**config.mk**
```make
export PLATFORM = sky130hd
export DESIGN_NAME = nlms_weight_update
export DESIGN_NICKNAME = d
export VERILOG_FILES = /design/src/rtl/nlms_weight_update.sv
export SDC_FILE = /design/constraint.sdc
export NUM_CORES = 2
export LEC_CHECK = 0
export CELL_PAD_IN_SITES_DETAIL_PLACEMENT = 1
export CELL_PAD_IN_SITES_GLOBAL_PLACEMENT = 1
export CORE_AREA = 2 2 590 592
export DETAILED_ROUTE_END_ITERATION = 8
export DIE_AREA = 0 0 592 594
export DONT_BUFFER_PORTS = 1
export PLACE_DENSITY_LB_ADDON = 0.1
export SLEW_MARGIN = 0
export SYNTH_ARGS = -nofsm -noshare
export SYNTH_HDL_FRONTEND = slang
export SYNTH_SLANG_ARGS = --single-unit
```
**constraint.sdc**
```tcl
create_clock -name clk -period 12.5 [get_ports clk]
set_clock_uncertainty 0.05 [all_clocks]
set_input_delay 0 -clock clk [delete_from_list [all_inputs] [get_ports clk]]
set_output_delay 0 -clock clk [all_outputs]
set_load 0.01 [all_outputs]
```
**src/rtl/nlms_weight_update.sv**
```systemverilog
// -----------------------------------------------------------------------------
// nlms_weight_update
//
// Serial NLMS weight-bank updater for the 32-tap adaptive filter core.
// On a start pulse the error sample and the tap snapshot are latched, then one
// tap per clock is updated as
//   w[k] <= sat(w[k] + ((e * x[k]) >>> MU_SHIFT))
// The weights live in registers here and are driven back to the filter.
//
// Ports:
//   clk          rising-edge clock
//   rstn         synchronous active-low reset
//   start        one-cycle pulse, e/x_flat valid, begin an update pass
//   e            signed error sample
//   x_flat       N_TAPS unsigned tap samples, x[k] = x_flat[k*X_WIDTH +: X_WIDTH]
//   clear        zero all weights and abort any pass
//   init_we      preload strobe (IDLE only)
//   init_addr    preload tap index
//   init_data    preload value
//   busy         high from the start-accept edge until back in IDLE
//   done         one-cycle pulse at the end of a pass
//   weight_flat  registered weights, w[k] = weight_flat[k*W_WIDTH +: W_WIDTH]
// -----------------------------------------------------------------------------
module nlms_weight_update #(
  parameter int N_TAPS   = 32,
  parameter int X_WIDTH  = 14,
  parameter int E_WIDTH  = 14,
  parameter int W_WIDTH  = 32,
  parameter int MU_SHIFT = 8
) (
  input  logic                               clk,
  input  logic                               rstn,
  input  logic                               start,
  input  logic signed [E_WIDTH-1:0]          e,
  input  logic        [N_TAPS*X_WIDTH-1:0]   x_flat,
  input  logic                               clear,
  input  logic                               init_we,
  input  logic        [4:0]                  init_addr,
  input  logic signed [W_WIDTH-1:0]          init_data,
  output logic                               busy,
  output logic                               done,
  output logic        [N_TAPS*W_WIDTH-1:0]   weight_flat
);

  localparam int CNT_W = (N_TAPS > 1) ? $clog2(N_TAPS) : 1;
  localparam int P_W   = E_WIDTH + X_WIDTH + 1;
  localparam int SUM_W = ((P_W > W_WIDTH) ? P_W : W_WIDTH) + 1;
  localparam logic [CNT_W-1:0] LAST_TAP = CNT_W'(N_TAPS - 1);

  typedef enum logic [1:0] {IDLE, UPDATE, DONE} state_t;

  state_t           state, state_d;
  logic [CNT_W-1:0] cnt;
  logic             busy_d, done_d;
  logic             accept, init_ok;

  logic signed [E_WIDTH-1:0] e_p0;
  logic        [X_WIDTH-1:0] x_p0 [N_TAPS];
  logic signed [W_WIDTH-1:0] w    [N_TAPS];

  logic        [X_WIDTH-1:0] x_cur;
  logic signed [P_W-1:0]     prod;
  logic signed [P_W-1:0]     step;
  logic signed [SUM_W-1:0]   sum;
  logic signed [W_WIDTH-1:0] w_next;

  // Clamp a wide sum into the weight range instead of letting it wrap.
  function automatic logic signed [W_WIDTH-1:0] sat_w(input logic signed [SUM_W-1:0] v);
    logic signed [SUM_W-1:0] hi, lo;
    hi = '0;
    hi[W_WIDTH-2:0] = '1;
    lo = ~hi;
    if (v > hi)      return hi[W_WIDTH-1:0];
    else if (v < lo) return lo[W_WIDTH-1:0];
    else             return v[W_WIDTH-1:0];
  endfunction

  // Start loses to clear; preload loses to both and only acts when idle.
  assign accept  = (state == IDLE) && start && !clear;
  assign init_ok = (state == IDLE) && init_we && !start && !clear &&
                   (int'(init_addr) < N_TAPS);

  // FSM state register, tap counter and registered status outputs.
  always_ff @(posedge clk) begin
    if (!rstn) begin
      state <= IDLE;
      cnt   <= '0;
      busy  <= 1'b0;
      done  <= 1'b0;
    end else begin
      state <= state_d;
      busy  <= busy_d;
      done  <= done_d;
      cnt   <= (state == UPDATE && state_d == UPDATE) ? cnt + CNT_W'(1) : '0;
    end
  end

  always_comb begin
    state_d = state;
    if (clear) begin
      state_d = IDLE;
    end else begin
      case (state)
        IDLE:    if (start) state_d = UPDATE;
        UPDATE:  if (cnt == LAST_TAP) state_d = DONE;
        DONE:    state_d = IDLE;
        default: state_d = IDLE;
      endcase
    end
  end

  // Status is derived from the next state so busy/done come straight from flops.
  always_comb begin
    busy_d = (state_d != IDLE);
    done_d = (state_d == DONE);
  end

  // Update stage: operands from the p0 latch, one tap selected by the counter.
  // x is zero-extended so the product stays signed at full precision.
  assign x_cur  = x_p0[cnt];
  assign prod   = P_W'(e_p0) * P_W'($signed({1'b0, x_cur}));
  assign step   = prod >>> MU_SHIFT;
  assign sum    = SUM_W'(step) + SUM_W'(w[cnt]);
  assign w_next = sat_w(sum);

  // Stage p0: operand latch at start-accept; weight bank writes.
  always_ff @(posedge clk) begin
    if (!rstn) begin
      e_p0 <= '0;
      for (int k = 0; k < N_TAPS; k++) begin
        x_p0[k] <= '0;
        w[k]    <= '0;
      end
    end else if (clear) begin
      for (int k = 0; k < N_TAPS; k++) w[k] <= '0;
    end else if (accept) begin
      e_p0 <= e;
      for (int k = 0; k < N_TAPS; k++) x_p0[k] <= x_flat[k*X_WIDTH +: X_WIDTH];
    end else if (init_ok) begin
      w[init_addr] <= init_data;
    end else if (state == UPDATE) begin
      w[cnt] <= w_next;
    end
  end

  for (genvar g = 0; g < N_TAPS; g++) begin : g_wout
    assign weight_flat[g*W_WIDTH +: W_WIDTH] = w[g];
  end

endmodule
```
==> out/results.tsv <==
metric	value	unit
min_period	11.71	ns
clkTransAtPathRegs	0.07	ns
clock.fmax	85.4	MHz
synth_fp_nets	5874	
rows	216	
final_cell_area	96000	um2
max_stage_delay	0.69	ns
holdPathStages	6	
portBuffers	0	
criticalPathCategory	reg -> reg	
drc	0	
num_vias	51000	
hold_path.class	in -> reg	
synth-edff-count	1472	
critPathMaxFanout	42	
wire_per_inst	39.7	um
synthArstFlopShare	0	
drt-initial-drc-count	4236	
clock-sinks	1495	
drtPass1Iterations	7	
synth_compound_area_frac	0.0254	
gp_congestion	0.845	
powerDensity	134	nW/um2
clockBufferDepth	4	
path_depth	41	
synth_commonest_cells	1,472 x edfxtp_1, 1,052 x nor2_1, 487 x and2_1	
tritoncts	yes	
crit_family	adder cells	
critPathSlowestCell	o41ai_2	
rsz0062_at_grt	false	
fin_tns_setup	0	ns
cts_buffers	192	
yosysTopAreaCellShare	0.600	
final-seq-area	44700	um2
dpl-instance-area	80200	um2
multi_input_area	26800	um2
synthMuxAreaShare	0.146	
synth_area_leaders	edfxtp_1 60%, mux4_2 14%, nor2_1 5.4%, and2_1 4.1%, fa_1 3.9%	
maxCapViolCount	0	
crit_buf_inv	11	
crit_path_start_kind	flip-flop	
nets	6832	
synthToLayoutAreaGrowth	30.2	%
clk_latency	0.90	ns
die_y	594	um
ys_ff_latch	1495	
grt_util_all_layers	0.238	
ant_nets	0	
synth_cell_types	63	
syn_area	73700	um2
io_pins	1530	
cts-root-buf	clkbuf_16	
via_per_inst	4.69	
grt_start_max_net_pins	266	
synth_xor_area_frac	0.00592	
cp-end-kind	flip-flop	
antenna_found_initial	194	
postSynthAreaPerCell	14.5	um2
synth_fa_ha_area_frac	0.0622	
status	finished, final reports clean	
ys_seq_area_frac	0.606	
fp.coreArea	345000	um2
die_x	592	um
yosysMostFrequentCell	edfxtp_1	
p_leak	0.0359	uW
rr_worst_depth	41	
grt_pass1_wl	554	mm
syn_inst	5089	
crit_arrival	12.23	ns
hold_viol_final	0	
synth-simple-area-share	0.120	
start_util	0.214	
grt_overflow	0	
worst_slew_pin_slew	1.18	ns
dp_hpwl	326	mm
grt_pass1_vias	51900	
wirelength	431	mm
synth_top_flop_cell	edfxtp_1	
finalCritPeriodShare	0.936	
p_total	12900	uW
drive_above_1_share	0.170	
n_fill_cell	36800	
cp.required	13.03	ns
slew_violations	0	
die_area	352000	um2
cts_max_level	4	
relSlewSlack	0.214	
yosysTopAreaCell	edfxtp_1	
synth_top_family_by_area	multiplexers	
ir_drop	109	uV
ys_warn_count	0	
setup_viol	0	
==> power by group <==
group | switching [uW] | total, uW | internal (uW)
combinational | 856 | 1410 | 553
clock | 2370 | 5320 | 2940
sequential | 364 | 6140 | 5780
total | 3590 | 12900 | 9280
==> per-stage QoR <==
step,hold WS [ns],worst slack [ns],cells,util
after floorplan,0.0756,1.24,5089,-
after global placement,0.0789,0.214,9457,0.232
after detailed placement,0.0812,0.143,9457,0.232
after CTS,0.0121,0.0975,10800,0.277
after global routing,0.0914,0.0959,10800,0.278
final,0.128,0.795,10900,0.278
==> worst register-to-register path: cells and delay by family, from the launching register on <==
kind                       cells  cell delay [ns]
and+or+nand+nor                7             0.98
muxes                          3             1.50
xor gates and xnor gates       2             0.50
DFF                            1             0.37
buffers and inverters         11             1.65
adders and majority gates      8             3.65
AOI/OAI and AO/OA             10             2.72
==> metal layers <==
metal | track usage | wire length (um) | vias up
met3 | 0.0859 | 42100 | 632
met1 | 0.275 | 162000 | 27400
met2 | 0.408 | 211000 | 2366
met5 | 0 | 403 | -
met4 | 0.0725 | 15100 | 64
li1 | - | - | 20500
==> flip-flops by register name, summed over array words and instances (netlist names) <==
name,flops
w,1024
state,2
x_p0,448
cnt,5
busy,1
done,1
e_p0,14
==> worst paths after layout <==
kind                    end    startpoint  slack [ns]
setup / recovery   w[28][6]        cnt[0]        0.79
hold / removal    w[31][14]  init_addr[3]        0.13
setup reg to reg   w[28][6]        cnt[0]        0.79
hold reg to reg        done      state[0]        0.54
==> placed cells by master, fill, tap and decap left out, types with 50 or more instances in the layout <==
cell type / count
buf_4: 149
nor2_1: 1050
inv_1: 197
diode_2: 100
clkbuf_16: 193
buf_12: 56
and2_1: 487
edfxtp_1: 1472
a21oi_1: 60
nand2_2: 50
clkbuf_1: 51
nand2b_1: 63
fa_1: 142
dlygate4sd3_1: 968
nand2_1: 58
mux4_2: 452
nor2b_1: 87
ha_1: 139
==> cells by family (layout without fill, tap and decap cells) <==
| family | Yosys count | in the layout |
|---|---|---|
| AO/OA/AOI/OAI | 259 | 259 |
| XOR/XNOR | 49 | 49 |
| adder cells (fa/ha/maj) | 281 | 281 |
| buffers and inverters | 608 | 1715 |
| flip-flops | 1495 | 1495 |
| multiplexers | 508 | 508 |
| other | 0 | 100 |
| AND/OR/NAND/NOR | 1889 | 1889 |
==> what timing repair did <==
action                      CTS  global route
setup endpoints to repair     0          1020
setup buffers                 0             5
hold endpoints to repair   1528             0
hold buffers                969             0
resized for setup             0             2
==> cell type report <==
class / instances / area share
Timing Repair Buffer: 1174 / 0.125
Clock buffer: 244 / 0.0523
Inverter: 198 / 0.00782
Tap cell: 4578 / 0.0597
Multi-Input combinational cell: 2986 / 0.280
Clock inverter: 99 / 0.00776
Sequential cell: 1495 / 0.466
Antenna cell: 100 / 0.00261
Power figures use the tool's default switching activity.
